### config.mk
export PLATFORM = sky130hd
export DESIGN_NAME = adler32_word_feeder
export DESIGN_NICKNAME = d
export VERILOG_FILES = /design/src/rtl/adler32_word_feeder.sv
export SDC_FILE = /design/constraint.sdc
export NUM_CORES = 1
export LEC_CHECK = 0
export ABC_AREA = 0
export CELL_PAD_IN_SITES_DETAIL_PLACEMENT = 0
export CELL_PAD_IN_SITES_GLOBAL_PLACEMENT = 1
export CORE_MARGIN = 5
export CORE_UTILIZATION = 45
export CTS_CLUSTER_DIAMETER = 50
export DETAILED_ROUTE_END_ITERATION = 8
export DONT_BUFFER_PORTS = 1
export PLACE_DENSITY_LB_ADDON = 0.1
export SYNTH_ARGS = -nofsm -noshare
export SYNTH_HDL_FRONTEND = slang
export SYNTH_SLANG_ARGS = --single-unit
### constraint.sdc
create_clock -name clock -period 5.2 [get_ports clock]
set_input_delay 1.04 -clock clock [delete_from_list [all_inputs] [get_ports clock]]
set_output_delay 1.04 -clock clock [all_outputs]
set_load 0.02 [all_outputs]
### src/rtl/adler32_word_feeder.sv
// Word-to-byte feeder for the Adler-32 checksum block.
// Takes 32-bit message words on a valid/ready handshake and streams them MSB-first,
// one byte per cycle. The last word of a message may carry 1..4 valid bytes. After
// each message a fixed idle gap lets the checksum block settle and present its result.
module adler32_word_feeder #(
    parameter int unsigned GAP_CYCLES = 2  // 1..15
) (
    input  logic        clock,
    input  logic        rst,
    input  logic        in_valid,
    output logic        in_ready,
    input  logic [31:0] in_data,
    input  logic        in_last,
    input  logic [1:0]  in_bytes,
    output logic        data_valid,
    output logic [7:0]  data,
    output logic        last_data
);

    typedef enum logic [1:0] {
        StIdle,
        StSend,
        StGap
    } state_e;

    // The gap counter counts down to zero inclusive, so GAP_CYCLES-1 yields GAP_CYCLES cycles.
    localparam logic [3:0] GapLoad = 4'(GAP_CYCLES - 1);

    state_e      state_q;
    logic [31:0] cur_q;
    logic [1:0]  idx_q;
    logic [1:0]  lim_q;
    logic        cur_last_q;
    logic [3:0]  gap_cnt_q;

    logic        at_lim;
    logic        accept;
    logic [1:0]  load_lim;
    logic [7:0]  cur_byte;

    // Handshake decode: ready depends only on state (and reset), never on in_valid.
    always_comb begin
        at_lim   = (idx_q == lim_q);
        in_ready = 1'b0;
        if (!rst) begin
            unique case (state_q)
                StIdle:  in_ready = 1'b1;
                StSend:  in_ready = at_lim && !cur_last_q;
                default: in_ready = 1'b0;
            endcase
        end
        accept   = in_valid && in_ready;
        // in_bytes of 0 means a full word; the 2-bit wrap maps it to index 3.
        load_lim = in_last ? (in_bytes - 2'd1) : 2'd3;
    end

    // Byte selector: index 0 is the most significant byte of the word.
    always_comb begin
        cur_byte = 8'h00;
        unique case (idx_q)
            2'd0: cur_byte = cur_q[31:24];
            2'd1: cur_byte = cur_q[23:16];
            2'd2: cur_byte = cur_q[15:8];
            2'd3: cur_byte = cur_q[7:0];
            default: cur_byte = 8'h00;
        endcase
    end

    // Byte stream outputs, decoded purely from registered state.
    always_comb begin
        data_valid = (state_q == StSend);
        data       = data_valid ? cur_byte : 8'h00;
        last_data  = data_valid && cur_last_q && at_lim;
    end

    // Main FSM: word load, byte stepping and the post-message gap.
    always_ff @(posedge clock) begin
        if (rst) begin
            state_q    <= StIdle;
            cur_q      <= 32'h0000_0000;
            idx_q      <= 2'd0;
            lim_q      <= 2'd0;
            cur_last_q <= 1'b0;
            gap_cnt_q  <= 4'd0;
        end else begin
            unique case (state_q)
                StIdle: begin
                    if (accept) begin
                        cur_q      <= in_data;
                        lim_q      <= load_lim;
                        cur_last_q <= in_last;
                        idx_q      <= 2'd0;
                        state_q    <= StSend;
                    end
                end
                StSend: begin
                    if (!at_lim) begin
                        idx_q <= idx_q + 2'd1;
                    end else if (cur_last_q) begin
                        gap_cnt_q <= GapLoad;
                        state_q   <= StGap;
                    end else if (accept) begin
                        // Next word of the same message follows without a bubble.
                        cur_q      <= in_data;
                        lim_q      <= load_lim;
                        cur_last_q <= in_last;
                        idx_q      <= 2'd0;
                    end else begin
                        // Upstream underflow mid-message: pause until the next word.
                        state_q <= StIdle;
                    end
                end
                StGap: begin
                    if (gap_cnt_q == 4'd0) begin
                        state_q <= StIdle;
                    end else begin
                        gap_cnt_q <= gap_cnt_q - 4'd1;
                    end
                end
                default: state_q <= StIdle;
            endcase
        end
    end

endmodule

==> PnR_summary.wiki <==
{| class="wikitable"
! Metric !! Value
|-
| Worst slew margin || 28.9%
|-
| Total Nets Final || 280
|-
| Worst slack at placement || approximately 2300 ps
|-
| Logic depth of the worst register-to-register path || 4
|-
| Final Routed Wirelength || 5080 µm
|-
| Diode count || 0
|-
| Number of synthesis warnings || 0
|-
| Number of max-capacitance violations reported || 0
|-
| Final setup violation count || 0
|-
| Via count of the first global-routing pass || 1,729
|-
| Shortest clock period the worst path allows after layout || 3010 ps
|-
| Worst setup slack after layout || between 2000 and 2500 ps
|-
| Number of antenna violations at the first check in global routing || 0
|-
| Floorplan die height || 79.1 µm
|-
| Number of DRC markers in iteration 0 || 135
|-
| Core ar. || between 4000 and 5000 µm²
|-
| Register-to-Register Setup Slack || about 2500 ps
|-
| Worst ir drop on vdd || 152 µV
|-
| Synth-to-layout area growth || 3.91%
|-
| Clock tree root buffer cell || sky130_fd_sc_hd__clkbuf_8
|-
| Outcome || completed
|-
| Number of resized instances in the post-cts repair step || 0
|-
| Remaining number of nets flagged by the antenna check after routing || 0
|-
| Ports placed on the boundary || 49
|-
| Flip-flop and latch count after synthesis || 43
|-
| Worst slack on hold paths || ~450 ps
|-
| Slew at the pin closest to its max-slew limit || 1070 ps
|-
| Filler cells || 466
|-
| DR DRC count || 0
|-
| Net count of the mapped netlist || between 200 and 300
|-
| Maximum clock insertion buffer count || 2
|-
| Post-Layout Inst Area || between 2000 and 2500 µm²
|-
| CP startpoint kind || flop
|-
| Clock latency of the later-clocked register in the worst-skew pair || around 300 ps
|-
| Hold_sp || cur_q[29]
|-
| Chip Width || ~79 µm
|-
| Cell leakage power || 0.778 nW
|-
| Placed inst area || between 2000 and 2500 µm²
|-
| Post-synthesis sequential area ratio || 40.1%
|-
| Average detailed-routed wire length per instance || roughly 17 µm
|-
| Overall die area || between 6000 and 7000 µm²
|-
| Power Density || 328 nW/µm²
|-
| Port Buffers || 0
|-
| Fraction of the core area covered by cells at the end of the flow || 47.8%
|-
| Non-filler cells in the finished layout || ~290
|-
| Synth Instances || 248
|-
| Largest net degree at the start of global routing || 38
|-
| Number of buffers inserted during clock tree synthesis || 5
|-
| Ordered list of cells on the worst path || inv_1, ha_1, a222oi_1, nor2_1, a21oi_1, nor2_1
|-
| Arr. time, crit path || 1970 ps
|-
| Hold_buf cts || 0
|-
| Final HPWL from detailed placement || around 3500 µm
|-
| Avg Synthesized Cell Area || ~8.7 µm²
|-
| Highest fanout seen on the critical path || 8
|-
| Post-CTS setup-driven buffer insertion count || 0
|-
| Overall power || 732 µW
|-
| Worst Path Required || about 4200 ps
|-
| Maximum operating frequency || approximately 0.33 GHz
|-
| Initial core utilization || 46.0%
|-
| Clock edge transition at the registers on the reported setup and hold paths || ~80 ps
|-
| Share of post-route cells with drive strength above 1 || 20.6%
|-
| Endpoint with the worst hold slack || cur_q[29]
|-
| Critical Setup Path Class || flop to output pin
|-
| Gp weighted congestion || 0.770
|-
| Final Skew || 9.13 ps
|-
| Via count || 1,719
|-
| Count of flip-flops with a built-in enable after synthesis || 0
|-
| Total negative slack || 0 ps
|-
| Unique cell type count in the Yosys netlist || 35
|-
| Clk sinks || 43
|-
| Final hold viol count || 0
|-
| Vias/cell || slightly below 6
|-
| WHS Path Cells || 2
|-
| Reg-to-reg critical path startpoint || idx_q[1]
|-
| Class of the most critical hold timing path || flop to flop
|-
| First-pass GRT wire length || 8380 µm
|-
| GRT Util Overall || between 15 and 20%
|-
| Fraction of the cycle the final worst path needs || 57.9%
|-
| Worst r2r dst || lim_q[1]
|-
| Worst path slowest cell || sky130_fd_sc_hd__dfxtp_1
|-
| Delay of the slowest cell on the worst path || 460 ps
|-
| Async set-or-reset flop fraction in the synthesized netlist || 0%
|-
| Unrepaired setup endpoints after global routing || no
|-
| Capturing element type of the critical path || output pin
|-
| Placed Cells || 284
|-
| Drt pass-1 iters || 5
|-
| Total global routing overflow || 0
|-
| Cell with the most instances on the worst path || sky130_fd_sc_hd__nor2_1
|-
| Maximum level of the CTS H-tree || 2
|-
| Clock tree from TritonCTS || done
|-
| Ys flop type || sky130_fd_sc_hd__dfxtp_1
|-
| Cell area after synthesis || 2150 µm²
|-
| Count of final max-slew check failures || 0
|-
| Row Count || 25
|}
[area by class of cell]
| class | count | area, µm² | area share, % |
|---|---|---|---|
| Clock inverter | 2 | 35.0 | 1.57 |
| Timing Repair Buffer | 2 | 15.0 | 0.673 |
| Sequential cell | 43 | 861 | 38.6 |
| Inverter | 9 | 33.8 | 1.52 |
| Multi-Input combinational cell | 176 | 1130 | 50.9 |
| Clock buffer | 6 | 82.6 | 3.70 |
| Tap cell | 54 | 67.6 | 3.03 |
[worst max-delay path, delay by kind of cell (launching register included)]
family | cells | cell delay, ps
compound gates | 2 | 560
fa+ha+maj | 1 | 340
buf+inv | 1 | 100
flops | 1 | 460
simple gates | 2 | 220
[placed cells by master, fill, tap and decap left out, types with 2 or more instances in the layout]
master,netlist,final
sky130_fd_sc_hd__nand2b_1,3,3
sky130_fd_sc_hd__nor2_1,20,20
sky130_fd_sc_hd__a222oi_1,8,8
sky130_fd_sc_hd__or3_1,3,3
sky130_fd_sc_hd__xor2_2,2,2
sky130_fd_sc_hd__nand2_1,33,33
sky130_fd_sc_hd__clkbuf_8,0,6
sky130_fd_sc_hd__a21oi_1,14,14
sky130_fd_sc_hd__nor3_1,4,3
sky130_fd_sc_hd__inv_1,7,7
sky130_fd_sc_hd__xnor2_1,2,2
sky130_fd_sc_hd__buf_4,0,2
sky130_fd_sc_hd__a311oi_2,2,2
sky130_fd_sc_hd__nand3_1,34,34
sky130_fd_sc_hd__o21ai_2,29,29
sky130_fd_sc_hd__o21ai_1,5,5
sky130_fd_sc_hd__dfxtp_1,43,43
sky130_fd_sc_hd__ha_1,5,5
[worst max-delay path by stage]
stage | depth (start not counted) | slack [ps] | endpoint | startpoint
2_1_floorplan | 3 | 2530 | in_ready | rst
3_3_place_gp | 4 | 2360 | lim_q[1] | rst
3_5_place_dp | 5 | 2270 | lim_q[1] | in_valid
4_1_cts | 3 | 2170 | in_ready | idx_q[1]
5_1_grt | 6 | 2050 | data[0] | idx_q[1]
6_report | 6 | 2190 | data[0] | idx_q[0]
[cells in the mapped netlist, drive strengths merged (3+ instances only)]
library cell | count | share of area [%]
nor2 | 20 | 3.5
nor3 | 4 | 0.93
nand2 | 33 | 5.8
clkbuf | 13 | 2.3
xor2 | 3 | 1.9
o21ai | 34 | 13
a21oi | 14 | 3.3
buf | 7 | 3.4
a222oi | 8 | 3.7
nand3 | 34 | 7.9
ha | 5 | 2.9
or3 | 3 | 0.87
inv | 8 | 1.4
nand2b | 3 | 0.87
dfxtp | 43 | 40
[flip-flops by register name, summed over array words and instances (netlist names)]
signal	count
cur_q	32
gap_cnt_q	4
idx_q	2
lim_q	2
state_q	2
cur_last_q	1
[cell families (layout without fill, tap and decap cells)]
logic type	count (synthesis)	count (layout)	synth area share [%]
AO/OA/AOI/OAI	65	65	25.1
AND/OR/NAND/NOR	101	101	21.8
XOR/XNOR	5	5	2.74
adder cells (fa/ha/maj)	5	5	2.92
flip-flops	43	43	40.1
buffers and inverters	29	19	7.29
[metal layers]
metal / global-route usage, % / routed length (µm)
met3: 5.90 / 275
met4: 5.33 / 78
met1: 22.4 / 2420
met2: 26.3 / 2300
met5: 0 / 0
[where the power goes]
group / total, mW / switching (mW) / leakage [nW] / internal [mW]
Clock: 0.267 / 0.112 / 0.0612 / 0.155
Sequential: 0.370 / 0.0162 / 0.354 / 0.353
Combinational: 0.0947 / 0.0643 / 0.363 / 0.0304
(Power assumes the default switching activity.)
